`src/rtl/param_shift_engine.sv`:
```
// ---------------------------------------------------------------------------
// param_shift_engine
//
// Parametrised shift datapath. A parallel load writes the data register
// directly. A start command runs a burst of single-position shifts, counted
// down one per clock, with a busy/done handshake around the burst.
//
// Shift modes: logical, rotate and arithmetic. Each can go left or right.
// Logical shifts take their fill bit from serial_in on every shift edge.
//
// Parameters:
//    WIDTH  - data register width in bits (>= 2)
//    CNT_W  - width of the burst count; longest burst is 2**CNT_W-1 shifts
//
// Ports:
//    clk        - system clock, rising-edge active
//    rst        - synchronous reset, active-high
//    load       - parallel-load request (honoured in IDLE/DONE only)
//    load_data  - value written into q on an accepted load
//    start      - begin a shift burst (honoured in IDLE/DONE, when load=0)
//    count      - number of shifts in the burst, latched on accepted start
//    mode       - 00 logical, 01 rotate, 10 arithmetic, 11 logical
//    dir        - 0 shifts toward the MSB, 1 shifts toward the LSB
//    serial_in  - fill bit for logical shifts
//    q          - data register
//    serial_out - bit expelled by the most recent shift
//    busy       - high while a burst is in progress
//    done       - one-cycle pulse after a burst (or a zero-length start)
// ---------------------------------------------------------------------------
module param_shift_engine #(
   parameter int WIDTH = 8,
   parameter int CNT_W = 4
) (
   input  logic             clk,
   input  logic             rst,
   input  logic             load,
   input  logic [WIDTH-1:0] load_data,
   input  logic             start,
   input  logic [CNT_W-1:0] count,
   input  logic [1:0]       mode,
   input  logic             dir,
   input  logic             serial_in,
   output logic [WIDTH-1:0] q,
   output logic             serial_out,
   output logic             busy,
   output logic             done
);

   typedef enum logic [1:0] {
      IDLE  = 2'b00,
      SHIFT = 2'b01,
      DONE  = 2'b10
   } state_t;

   localparam logic [1:0] MODE_LOGICAL = 2'b00;
   localparam logic [1:0] MODE_ROTATE  = 2'b01;
   localparam logic [1:0] MODE_ARITH   = 2'b10;

   state_t           state;
   logic [CNT_W-1:0] remaining;
   logic [1:0]       mode_r;
   logic             dir_r;

   logic [WIDTH-1:0] shift_q;
   logic             shift_out;

   // Next value of q, and the bit it pushes out, for a single shift position
   // using the burst's latched mode and direction. The reserved mode code
   // falls through to the logical shift on purpose.
   always_comb begin
      shift_q   = q;
      shift_out = 1'b0;
      case (mode_r)
         MODE_ROTATE: begin
            if (dir_r) begin
               shift_q   = {q[0], q[WIDTH-1:1]};
               shift_out = q[0];
            end else begin
               shift_q   = {q[WIDTH-2:0], q[WIDTH-1]};
               shift_out = q[WIDTH-1];
            end
         end
         MODE_ARITH: begin
            // A left arithmetic shift is a logical shift that always fills
            // with zero, so serial_in does not enter this path.
            if (dir_r) begin
               shift_q   = {q[WIDTH-1], q[WIDTH-1:1]};
               shift_out = q[0];
            end else begin
               shift_q   = {q[WIDTH-2:0], 1'b0};
               shift_out = q[WIDTH-1];
            end
         end
         default: begin
            if (dir_r) begin
               shift_q   = {serial_in, q[WIDTH-1:1]};
               shift_out = q[0];
            end else begin
               shift_q   = {q[WIDTH-2:0], serial_in};
               shift_out = q[WIDTH-1];
            end
         end
      endcase
   end

   // Control FSM and datapath registers. busy and done are registered
   // decodes of the next state, so they line up exactly with the state.
   // IDLE and DONE both accept commands; DONE never lasts more than a cycle.
   // The last shift happens on the edge where remaining is 1. That shift
   // moves straight to DONE, so the final q and done appear together.
   always_ff @(posedge clk) begin
      if (rst) begin
         state      <= IDLE;
         q          <= '0;
         serial_out <= 1'b0;
         busy       <= 1'b0;
         done       <= 1'b0;
         remaining  <= '0;
         mode_r     <= MODE_LOGICAL;
         dir_r      <= 1'b0;
      end else begin
         case (state)
            SHIFT: begin
               q          <= shift_q;
               serial_out <= shift_out;
               remaining  <= remaining - 1'b1;
               if (remaining == CNT_W'(1)) begin
                  state <= DONE;
                  busy  <= 1'b0;
                  done  <= 1'b1;
               end
            end
            default: begin
               if (load) begin
                  q     <= load_data;
                  state <= IDLE;
                  busy  <= 1'b0;
                  done  <= 1'b0;
               end else if (start && (count != '0)) begin
                  remaining <= count;
                  mode_r    <= mode;
                  dir_r     <= dir;
                  state     <= SHIFT;
                  busy      <= 1'b1;
                  done      <= 1'b0;
               end else if (start) begin
                  state <= DONE;
                  busy  <= 1'b0;
                  done  <= 1'b1;
               end else begin
                  state <= IDLE;
                  busy  <= 1'b0;
                  done  <= 1'b0;
               end
            end
         endcase
      end
   end

endmodule

```
`config.mk`:
```
export PLATFORM = sky130hd
export DESIGN_NAME = param_shift_engine
export DESIGN_NICKNAME = d
export VERILOG_FILES = /design/src/rtl/param_shift_engine.sv
export SDC_FILE = /design/constraint.sdc
export NUM_CORES = 1
export LEC_CHECK = 0
export BUFFER_PORTS_ARGS = -buffer_cell sky130_fd_sc_hd__clkbuf_2
export CAP_MARGIN = 30
export CORE_MARGIN = 5
export CORE_UTILIZATION = 45
export CTS_CLUSTER_DIAMETER = 40
export CTS_CLUSTER_SIZE = 16
export DETAILED_ROUTE_END_ITERATION = 8
export GPL_TIMING_DRIVEN = 0
export PLACE_DENSITY = 0.85
export SYNTH_ARGS = -nofsm -noshare
export SYNTH_HDL_FRONTEND = slang
export SYNTH_SLANG_ARGS = --single-unit
```
`constraint.sdc`:
```
create_clock -name clk -period 1.45 [get_ports clk]
set_clock_uncertainty 0.1 [all_clocks]
set_input_delay 0.435 -clock clk [delete_from_list [all_inputs] [get_ports clk]]
set_output_delay 0.435 -clock clk [all_outputs]
set_load 0.05 [all_outputs]
```
==> run summary, run 1 <==
Post-Route WL: 3216 um
iteration-0 DRC count of the detailed router: 27
CTS clk-pin slew, worst paths: 0.11 ns
post-detail-place hpwl: 1922 um
Die X: 58.33 um
max-slew violation count: 0
R2R depth: 5
leakage power: 0.6107 nW
startpoint of the worst hold path: mode[1]
M3 GR Usage: 4.605%
# clock sinks: 18
largest net degree at the start of global routing: 11
Rel. slew slack: 64.06%
synth unique cells: 33
Post-Syn Instances: 115
family with the most delay on the worst path: compound AO/OA/AOI/OAI gates
Total Power: 1.385 mW
number of global-route vias before repair: 1045
Skew-Pair Late Insertion Delay: 0.30 ns
Peak VDD IR: 853.5 uV
total gr overflow: 0
DRT Pass-1 Iters: 4
top achievable clock speed: 703.3 MHz
CP max-delay cell: dfxtp_2
EDFF count, synth: 0
initial antenna violation count: 0
Final Cycle Share: 98.06%
antenna cells: 0
CP required: 1.53 ns
M1 GR Usage: 23.79%
Vias: 1075
Synth Register Bits: 18
crit path max fanout: 10
setup violators final: 0
synthesized area: 1051 um^2
critical-path cell list: nor2b_1 -> clkbuf_4 -> nand2_1 -> a221oi_2 -> a311oi_1
status: complete, no violations
commonest non-fill, non-tap cells in the layout: 18 x clkbuf_2, 16 x a211oi_1, 11 x mux2i_1, 10 x nor2_1, 9 x clkbuf_8
Worst Hold Class: in2reg
Most used DFF post-synth: dfxtp_1
Layout Nets: 177
Worst EP arrival: 1.50 ns
power density over cell area: 924.2 nW/um^2
YS warnings: 0
Crit Reg-Reg Startpoint: state[0]$_SDFFE_PP0P_
reg2reg end: q[7]$_SDFFE_PP0P_
setup tns final: 0 ns
commonest non-fill, non-tap cell in the layout: clkbuf_2
GRT met2 Usage: 31.42%
final core utilization: 67.76%
CTS Buf Count: 3
Hold EP: mode_r[1]$_SDFFE_PP0P_
gr busiest metal: met2
Critical path buffers and inverters: 1
Non-Filler Instances: 180
Tot GR Track Use: 19.30%
first-pass GRT wire length: 4968 um
routed len/inst: 17.87 um
post-synthesis area per instance: 9.139 um^2
Final Hold Viols: 0
layout cell share with drive strength beyond 1: 45.39%
Max-Cap Viols: 0
fill count: 168
Final Critical Period: 1.422 ns
placed instance count: 172
Routed Antenna Nets: 0
hold path depth: 3
Syn-to-layout area delta: 42.62%
clock root cell: clkbuf_4
drt drc: 0
GP Congestion: 0.8979
DIE AREA: 3402 um^2
R2R Setup Slk: 0.03 ns
CTS tree: done
Setup crit start kind: flip-flop
Max clock buf depth: 2
# IOs: 31
post-synthesis net count: 139
Buffers on Ports: 29
Die Height: 58.33 um
Slew @ Worst Pin: 0.5391 ns
max incr delay on CP: 0.35 ns
Setup CP Type: reg2reg
post-synthesis async set-or-reset flop share: 0%
sequential element share of the synthesized area: 34.29%
# rows: 17
routed vias/inst: 5.972
CP endpoint kind: flip-flop
CTS H-tree depth: 1
Initial Util: 47.51%
Core Region: 2212 um^2
## Yosys cell counts (all sizes together) (2+ instances only)
master,number,area [um^2]
dfxtp,18,360.4
a211oi,17,127.6
mux2i,11,110.1
nor2,10,37.54
nor2b,8,50.05
buf,7,42.54
inv,5,18.77
o21ai,5,25.02
ha,4,50.05
nand2,4,15.01
nor3,3,26.28
a21oi,2,10.01
a221oi,2,17.52
a22oi,2,15.01
mux2,2,22.52
nand2b,2,12.51
nand3b,2,15.01
## timing repair
action                     CTS  global route
resized for setup           30            27
hold buffers                 0             0
setup endpoints to repair   12            15
pin swaps                    1             7
buffers inserted             0             4
## cells by family (layout without fill, tap and decap cells)
logic type                 Yosys count  in the layout  synth area share [%]
muxes                               13             13                 12.62
and+or+nand+nor                     33             33                 18.81
DFF                                 18             18                 34.29
buffers and inverters               13             50                 6.190
adders and majority gates            4              4                 4.762
AOI/OAI and AO/OA                   34             34                 23.33
## per-stage QoR
stage	instance area (um^2)	hold slack [ns]	setup WS, ns
floorplan	1055	0.3699	-0.02637
global placement	1235	0.3789	-0.1243
detailed placement	1235	0.4156	-0.1615
CTS	1390	0.2759	-0.05962
global route	1499	0.2880	-0.03612
finish	1499	0.2660	0.02812
## flip-flops by register name, indices dropped and copies added, names as in the netlist
name        count
q               8
remaining       4
mode_r          2
dir_r           1
done            1
serial_out      1
state           1
## where the power goes
| group | switching, mW | total (mW) | internal (mW) |
|---|---|---|---|
| clock | 0.178 | 0.331 | 0.153 |
| sequential | 0.0535 | 0.593 | 0.540 |
| combinational | 0.266 | 0.461 | 0.196 |
## per-layer routing
metal  share of wire, %  routed length, um
met5                  0                  0
met2                 47               1509
met3                6.1                197
met1                 44               1415
met4                2.9                 94
## how the worst max path moves through the flow
stage / startpoint / endpoint / slack [ns] / cells past startpoint
finish: state[0]$_SDFFE_PP0P_ / q[7]$_SDFFE_PP0P_ / 0.03 / 5
global route: state[0]$_SDFFE_PP0P_ / q[7]$_SDFFE_PP0P_ / -0.04 / 5
CTS: mode_r[1]$_SDFFE_PP0P_ / q[0]$_SDFFE_PP0P_ / -0.06 / 5
detailed placement: count[0] / remaining[1]$_SDFFE_PP0P_ / -0.16 / 4
global placement: count[0] / remaining[2]$_SDFFE_PP0P_ / -0.12 / 5
floorplan: q[6]$_SDFFE_PP0P_ / q[7]$_SDFFE_PP0P_ / -0.03 / 4
## area by class of cell
| cell class | count | area (um^2) | area share (%) |
|---|---|---|---|
| Clock buffer | 4 | 36.28 | 2.421 |
| Inverter | 5 | 18.77 | 1.252 |
| Tap cell | 28 | 35.03 | 2.337 |
| Timing Repair Buffer | 33 | 252.7 | 16.86 |
| Sequential cell | 18 | 394.1 | 26.29 |
| Buffer | 8 | 57.56 | 3.840 |
| Multi-Input combinational cell | 84 | 704.4 | 46.99 |
## worst reg2reg max path, delay by kind of cell, from the launching register on
| family | cells | cell delay [ns] |
|---|---|---|
| AO/OA/AOI/OAI | 2 | 0.36 |
| flip-flops | 1 | 0.35 |
| AND/OR/NAND/NOR | 2 | 0.26 |
| buffers and inverters | 1 | 0.23 |
Power figures use the tool's default switching activity.
==> inputs of run 2 (changes only) <==
==> constraint.sdc (replaced) <==
create_clock -name clk -period 1.45 [get_ports clk]
set_clock_uncertainty 0.1 [all_clocks]
set_input_delay 0.2175 -clock clk [delete_from_list [all_inputs] [get_ports clk]]
set_output_delay 0.2175 -clock clk [all_outputs]
set_load 0.05 [all_outputs]
==> run 2 against run 1 <==
Global-route usage down 1.3 points. Critical path depth unchanged. Clock power shrank 2%. Highest routed layer unchanged. Count of clock-buffer cells in the layout unchanged. Sequential power shrank 1%. Critical endpoint is now q[0]$_SDFFE_PP0P_.
==> run summary, run 2 (synthesis results as in run 1) <==
fill count: 202 (was 168)
Max clock buf depth: 2 (unchanged)
Max-Cap Viols: 0 (unchanged)
largest net degree at the start of global routing: 11 (unchanged)
drt drc: 0 (unchanged)
CTS tree: done (unchanged)
Top Registers: q (8), remaining (4), mode_r (2) (unchanged)
Syn-to-layout area delta: 29.76% (was 42.62%)
post-detail-place hpwl: 1922 um (unchanged)
commonest non-fill, non-tap cell in the layout: clkbuf_2 (unchanged)
CTS H-tree depth: 1 (unchanged)
Final Critical Period: 1.428 ns (was 1.422 ns)
setup violators final: 0 (unchanged)
startpoint of the worst hold path: mode[0] (was mode[1])
Peak VDD IR: 843.2 uV (was 853.5 uV)
CTS Buf Count: 3 (unchanged)
iteration-0 DRC count of the detailed router: 34 (was 27)
Post-Route WL: 2847 um (was 3216 um)
routed vias/inst: 5.871 (was 5.972)
number of global-route vias before repair: 1026 (was 1045)
Die Height: 58.33 um (unchanged)
RSZ-0062 raised after global routing: true
leakage power: 0.5680 nW (was 0.6107 nW)
Initial Util: 47.51% (unchanged)
clock root cell: clkbuf_4 (unchanged)
GP Congestion: 0.8979 (unchanged)
Tot GR Track Use: 17.98% (was 19.30%)
Rel. slew slack: 67.69% (was 64.06%)
final core utilization: 61.65% (was 67.76%)
Final Cycle Share: 98.51% (was 98.06%)
commonest non-fill, non-tap cells in the layout: 29 x clkbuf_2, 16 x a211oi_1, 12 x dfxtp_1, 11 x mux2i_1, 10 x nor2_1 (was 18 x clkbuf_2, 16 x a211oi_1, 11 x mux2i_1, 10 x nor2_1, 9 x clkbuf_8)
Die X: 58.33 um (unchanged)
CP required: 1.53 ns (about the same)
max-slew violation count: 0 (unchanged)
crit path max fanout: 4 (was 10)
Final Hold Viols: 0 (unchanged)
Layout Nets: 175 (was 177)
Crit Reg-Reg Startpoint: mode_r[0]$_SDFFE_PP0P_ (was state[0]$_SDFFE_PP0P_)
status: complete, no violations (unchanged)
cts hold-fix bufs: 0 (unchanged)
# rows: 17 (unchanged)
total gr overflow: 0 (unchanged)
initial antenna violation count: 0 (unchanged)
Worst EP arrival: 1.51 ns (was 1.50 ns)
DIE AREA: 3402 um^2 (unchanged)
Most flops, register: q (unchanged)
Buffers on Ports: 29 (unchanged)
power density over cell area: 966.7 nW/um^2 (was 924.2 nW/um^2)
first-pass GRT wire length: 4719 um (was 4968 um)
DRT Pass-1 Iters: 5 (was 4)
antenna cells: 0 (unchanged)
Routed Antenna Nets: 0 (unchanged)
Worst Hold Class: in2reg (unchanged)
Slew @ Worst Pin: 0.4846 ns (was 0.5391 ns)
Largest register FFs: 8 (unchanged)
Setup crit start kind: flip-flop (unchanged)
CP endpoint kind: flip-flop (unchanged)
max incr delay on CP: 0.34 ns (was 0.35 ns)
Core Region: 2212 um^2 (unchanged)
placed instance count: 172 (unchanged)
# clock sinks: 18 (unchanged)
# IOs: 31 (unchanged)
CTS clk-pin slew, worst paths: 0.11 ns (about the same)
top achievable clock speed: 700.1 MHz (was 703.3 MHz)
Setup CP Type: reg2reg (unchanged)
Critical path origin: mode_r[0]$_SDFFE_PP0P_ (was state[0]$_SDFFE_PP0P_)
Non-Filler Instances: 178 (was 180)
critical-path cell list: buf_4 -> ha_2 -> nor4b_4 -> a2111oi_4 -> a211oi_2 (was nor2b_1 -> clkbuf_4 -> nand2_1 -> a221oi_2 -> a311oi_1)
Vias: 1045 (was 1075)
routed len/inst: 15.99 um (was 17.87 um)
layout cell share with drive strength beyond 1: 39.33% (was 45.39%)
Skew-Pair Late Insertion Delay: 0.30 ns (about the same)
CP max-delay cell: dfxtp_2 (unchanged)
run 2: area by class of cell:
type                    count  area, um^2  area share, %
inverters                   5       18.77          1.376
clock buffers               4       36.28          2.661
well taps                  28       35.03          2.569
multi-input cells          84       690.7          50.64
repair buffers             31       160.2          11.74
plain buffers               8       55.05          4.037
flip-flops and latches     18       367.9          26.97
run 2: routing by layer:
metal / up-vias / part of all wire, % / global-route usage, % / routed length (um)
met1: 482 / 44 / 22.48 / 1249
met3: 10 / 7.6 / 5.921 / 215
met5: - / 0 / 0 / 0
met2: 52 / 47 / 27.43 / 1330
li1: 501 / - / - / -
met4: 0 / 1.9 / 9.272 / 53
run 2: worst max-delay path: cells and delay by family, from the launching register on:
kind	cells	cell delay (ns)
compound gates	2	0.39
fa+ha+maj	1	0.20
buf+inv	1	0.12
flops	1	0.34
simple gates	1	0.14
run 2: stage by stage:
| step | worst slack [ns] | hold WS [ns] | instance area [um^2] | total power [mW] | TNS, ns |
|---|---|---|---|---|---|
| after floorplan | -0.02637 | 0.2647 | 1055 | 0.8566 | -0.04740 |
| after global placement | -0.05932 | 0.3521 | 1235 | 0.9473 | -0.05932 |
| after detailed placement | -0.08964 | 0.3742 | 1235 | 0.9602 | -0.08964 |
| after CTS | 0.01270 | 0.05838 | 1338 | 1.300 | 0 |
| after global routing | -0.02400 | 0.07164 | 1364 | 1.382 | -0.07478 |
| final | 0.02164 | 0.05394 | 1364 | 1.318 | 0 |
run 2: power breakdown:
part	internal, mW	switching [mW]
Sequential	0.540	0.0471
Clock	0.153	0.171
Combinational	0.152	0.254
Total	0.845	0.473
run 2: path summary, 6_finish.rpt:
path | endpoint | cells after the start | slack, ns
setup / recovery | q[0]$_SDFFE_PP0P_ | 5 | 0.02
hold / removal | mode_r[0]$_SDFFE_PP0P_ | 3 | 0.05
setup reg to reg | q[0]$_SDFFE_PP0P_ | 5 | 0.02
hold reg to reg | serial_out$_SDFFE_PP0P_ | 2 | 0.42
run 2: timing repair:
action,CTS,global route
resized for setup,9,9
setup buffers,2,0
pin swaps,4,5
endpoints found under the setup margin,1,8
==> inputs of run 3 (changes only) <==
CELL_PAD_IN_SITES_DETAIL_PLACEMENT = 2   (was unset)
CELL_PAD_IN_SITES_GLOBAL_PLACEMENT = 2   (was unset)
CORE_UTILIZATION = 26   (was 45)
PLACE_DENSITY = 0.83   (was 0.85)
==> run 3 against run 2 <==
Total power rose by 10%. Largest cell class unchanged. Sequential cell count stayed put. Fmax up 1.7%. Sequential share of layout area is 0.96 points lower. Count of clock-buffer cells in the layout is the same. Sequential power hardly changed. Die area increased by 59%.
==> run summary, run 3 (synthesis results as in run 1) <==
Routed Antenna Nets: 0 (unchanged)
R2R Setup Slk: 0.05 ns (was 0.02 ns)
Setup crit start kind: flip-flop (unchanged)
CP max-delay cell: dfxtp_2 (unchanged)
max-slew violation count: 0 (unchanged)
routed len/inst: 18.76 um (was 15.99 um)
final core utilization: 35.85% (was 61.65%)
critical-path cell list: nor2b_1 -> buf_6 -> nor3_4 -> mux2i_2 -> nor2_1 (was buf_4 -> ha_2 -> nor4b_4 -> a2111oi_4 -> a211oi_2)
Rel. slew slack: 62.16% (was 67.69%)
number of global-route vias before repair: 1221 (was 1026)
total gr overflow: 0 (unchanged)
Post-Route WL: 3734 um (was 2847 um)
# IOs: 31 (unchanged)
Max-Cap Viols: 0 (unchanged)
Hold EP: mode_r[0]$_SDFFE_PP0P_ (unchanged)
R2R depth: 5 (unchanged)
Syn-to-layout area delta: 35.48% (was 29.76%)
Final Cycle Share: 96.87% (was 98.51%)
CTS tree: done (unchanged)
initial antenna violation count: 0 (unchanged)
Psw: 0.5111 mW (was 0.4731 mW)
fill count: 449 (was 202)
CTS H-tree depth: 1 (unchanged)
# clock sinks: 18 (unchanged)
Peak VDD IR: 496.9 uV (was 843.2 uV)
placed instance count: 194 (was 172)
Tot GR Track Use: 15.13% (was 17.98%)
clock root cell: clkbuf_8 (was clkbuf_4)
Slew @ Worst Pin: 0.5677 ns (was 0.4846 ns)
GP Congestion: 0.8321 (was 0.8979)
Core Region: 3971 um^2 (was 2212 um^2)
Top Registers: q (8), remaining (4), mode_r (2) (unchanged)
pre-CTS setup slack: -0.1110 ns (was -0.08964 ns)
final worst setup slack: 0.04539 ns (was 0.02164 ns)
top achievable clock speed: 711.9 MHz (was 700.1 MHz)
max incr delay on CP: 0.33 ns (was 0.34 ns)
drt drc: 0 (unchanged)
CP endpoint kind: flip-flop (unchanged)
reg2reg end: mode_r[1]$_SDFFE_PP0P_ (was q[0]$_SDFFE_PP0P_)
Die Height: 73.58 um (was 58.33 um)
Critical path buffers and inverters: 1 (unchanged)
Max clock buf depth: 2 (unchanged)
family with the most delay on the worst path: simple AND/OR/NAND/NOR gates (was compound AO/OA/AOI/OAI gates)
routed vias/inst: 5.136 (was 5.871)
setup violators final: 0 (unchanged)
Vias: 1022 (was 1045)
power density over cell area: 1019 nW/um^2 (was 966.7 nW/um^2)
RSZ-0062 raised after global routing: true (unchanged)
Setup CP Type: reg2reg (unchanged)
Crit Reg-Reg Startpoint: state[0]$_SDFFE_PP0P_ (was mode_r[0]$_SDFFE_PP0P_)
Flop pwr share: 40.6% (was 44.5%)
antenna cells: 0 (unchanged)
CP required: 1.48 ns (was 1.53 ns)
Worst EP arrival: 1.44 ns (was 1.51 ns)
status: complete, no violations (unchanged)
Buffers on Ports: 29 (unchanged)
commonest non-fill, non-tap cells in the layout: 29 x clkbuf_2, 15 x a211oi_1, 12 x dfxtp_1, 10 x mux2i_1, 10 x nor2_1 (was 29 x clkbuf_2, 16 x a211oi_1, 12 x dfxtp_1, 11 x mux2i_1, 10 x nor2_1)
post-detail-place hpwl: 2638 um (was 1922 um)
Die X: 73.58 um (was 58.33 um)
commonest non-fill, non-tap cell in the layout: clkbuf_2 (unchanged)
layout cell share with drive strength beyond 1: 40.94% (was 39.33%)
Logic pwr share: 29.9% (was 30.8%)
first-pass GRT wire length: 6210 um (was 4719 um)
Skew-Pair Late Insertion Delay: 0.26 ns (was 0.30 ns)
Worst Hold Class: in2reg (unchanged)
dpl cell area: 1262 um^2 (was 1235 um^2)
Initial Util: 26.47% (was 47.51%)
Final Critical Period: 1.405 ns (was 1.428 ns)
# rows: 23 (was 17)
largest net degree at the start of global routing: 11 (unchanged)
iteration-0 DRC count of the detailed router: 22 (was 34)
CTS clk-pin slew, worst paths: 0.08 ns (was 0.11 ns)
Final Hold Viols: 0 (unchanged)
CTS Buf Count: 3 (unchanged)
Largest register FFs: 8 (unchanged)
Layout Nets: 174 (was 175)
internal power: 0.9393 mW (was 0.8453 mW)
leakage power: 0.5755 nW (was 0.5680 nW)
DIE AREA: 5414 um^2 (was 3402 um^2)
Most flops, register: q (unchanged)
sw frac: 35.24% (was 35.88%)
hold path depth: 3 (unchanged)
crit path max fanout: 10 (was 4)
cell area after layout: 1424 um^2 (was 1364 um^2)
Clock power frac: 29.5% (was 24.6%)
Non-Filler Instances: 199 (was 178)
DRT Pass-1 Iters: 4 (was 5)
startpoint of the worst hold path: mode[0] (unchanged)
[run 3: tightest hold or removal path, delay by kind of cell]
kind	cells	cell delay [ns]
buf+inv	1	0.08
simple gates	1	0.07
mux	1	0.06
[run 3: power by group through the flow]
stage | Sequential, mW | Clock, mW | Combinational, mW
2_1_floorplan | 0.678 | 0 | 0.179
3_3_place_gp | 0.593 | 0 | 0.369
3_5_place_dp | 0.597 | 0 | 0.386
4_1_cts | 0.586 | 0.435 | 0.414
5_1_grt | 0.597 | 0.462 | 0.464
6_report | 0.589 | 0.429 | 0.433
[run 3: worst max path at each step]
stage	depth (start not counted)	end	slack (ns)	start
CTS	5	q[0]$_SDFFE_PP0P_	0.004	mode_r[0]$_SDFFE_PP0P_
finish	5	mode_r[1]$_SDFFE_PP0P_	0.05	state[0]$_SDFFE_PP0P_
global placement	5	q[0]$_SDFFE_PP0P_	-0.08	mode_r[0]$_SDFFE_PP0P_
detailed placement	5	q[0]$_SDFFE_PP0P_	-0.11	mode_r[0]$_SDFFE_PP0P_
global route	5	remaining[3]$_SDFFE_PP0P_	-0.05	done$_SDFFE_PP0P_
floorplan	4	q[7]$_SDFFE_PP0P_	-0.03	q[6]$_SDFFE_PP0P_
[run 3: layout make-up]
class	instances	area (um^2)	area share, %
clock buffers	4	55.05	3.866
flip-flops and latches	18	370.4	26.01
plain buffers	8	65.06	4.569
well taps	50	62.56	4.394
multi-input cells	84	699.4	49.12
inverters	5	18.77	1.318
repair buffers	30	152.6	10.72
[run 3: repair_timing]
| action | in CTS | in global routing |
|---|---|---|
| hold buffers | 0 | 0 |
| pin swaps | 7 | 2 |
| endpoints found under the setup margin | 4 | 7 |
| resized for setup | 17 | 9 |
| setup buffers | 1 | 0 |
[run 3: per-layer routing]
layer  GRT usage, %  share of wire (%)  vias to the layer above
met1          18.80                 44                      486
li1               -                  -                      492
met2          24.70                 49                       33
met3          3.283                4.3                       11
met4          7.042                2.8                        0
met5              0                  0                        -
[run 3: metrics by stage]
step           hold slack [ns]  total power [mW]  TNS [ns]
2_1_floorplan           0.2647            0.8566  -0.04740
3_3_place_gp            0.3499            0.9622  -0.08429
3_5_place_dp            0.3761            0.9827   -0.1984
4_1_cts                0.09655             1.436         0
5_1_grt                 0.1068             1.523  -0.07901
6_report               0.09822             1.450         0
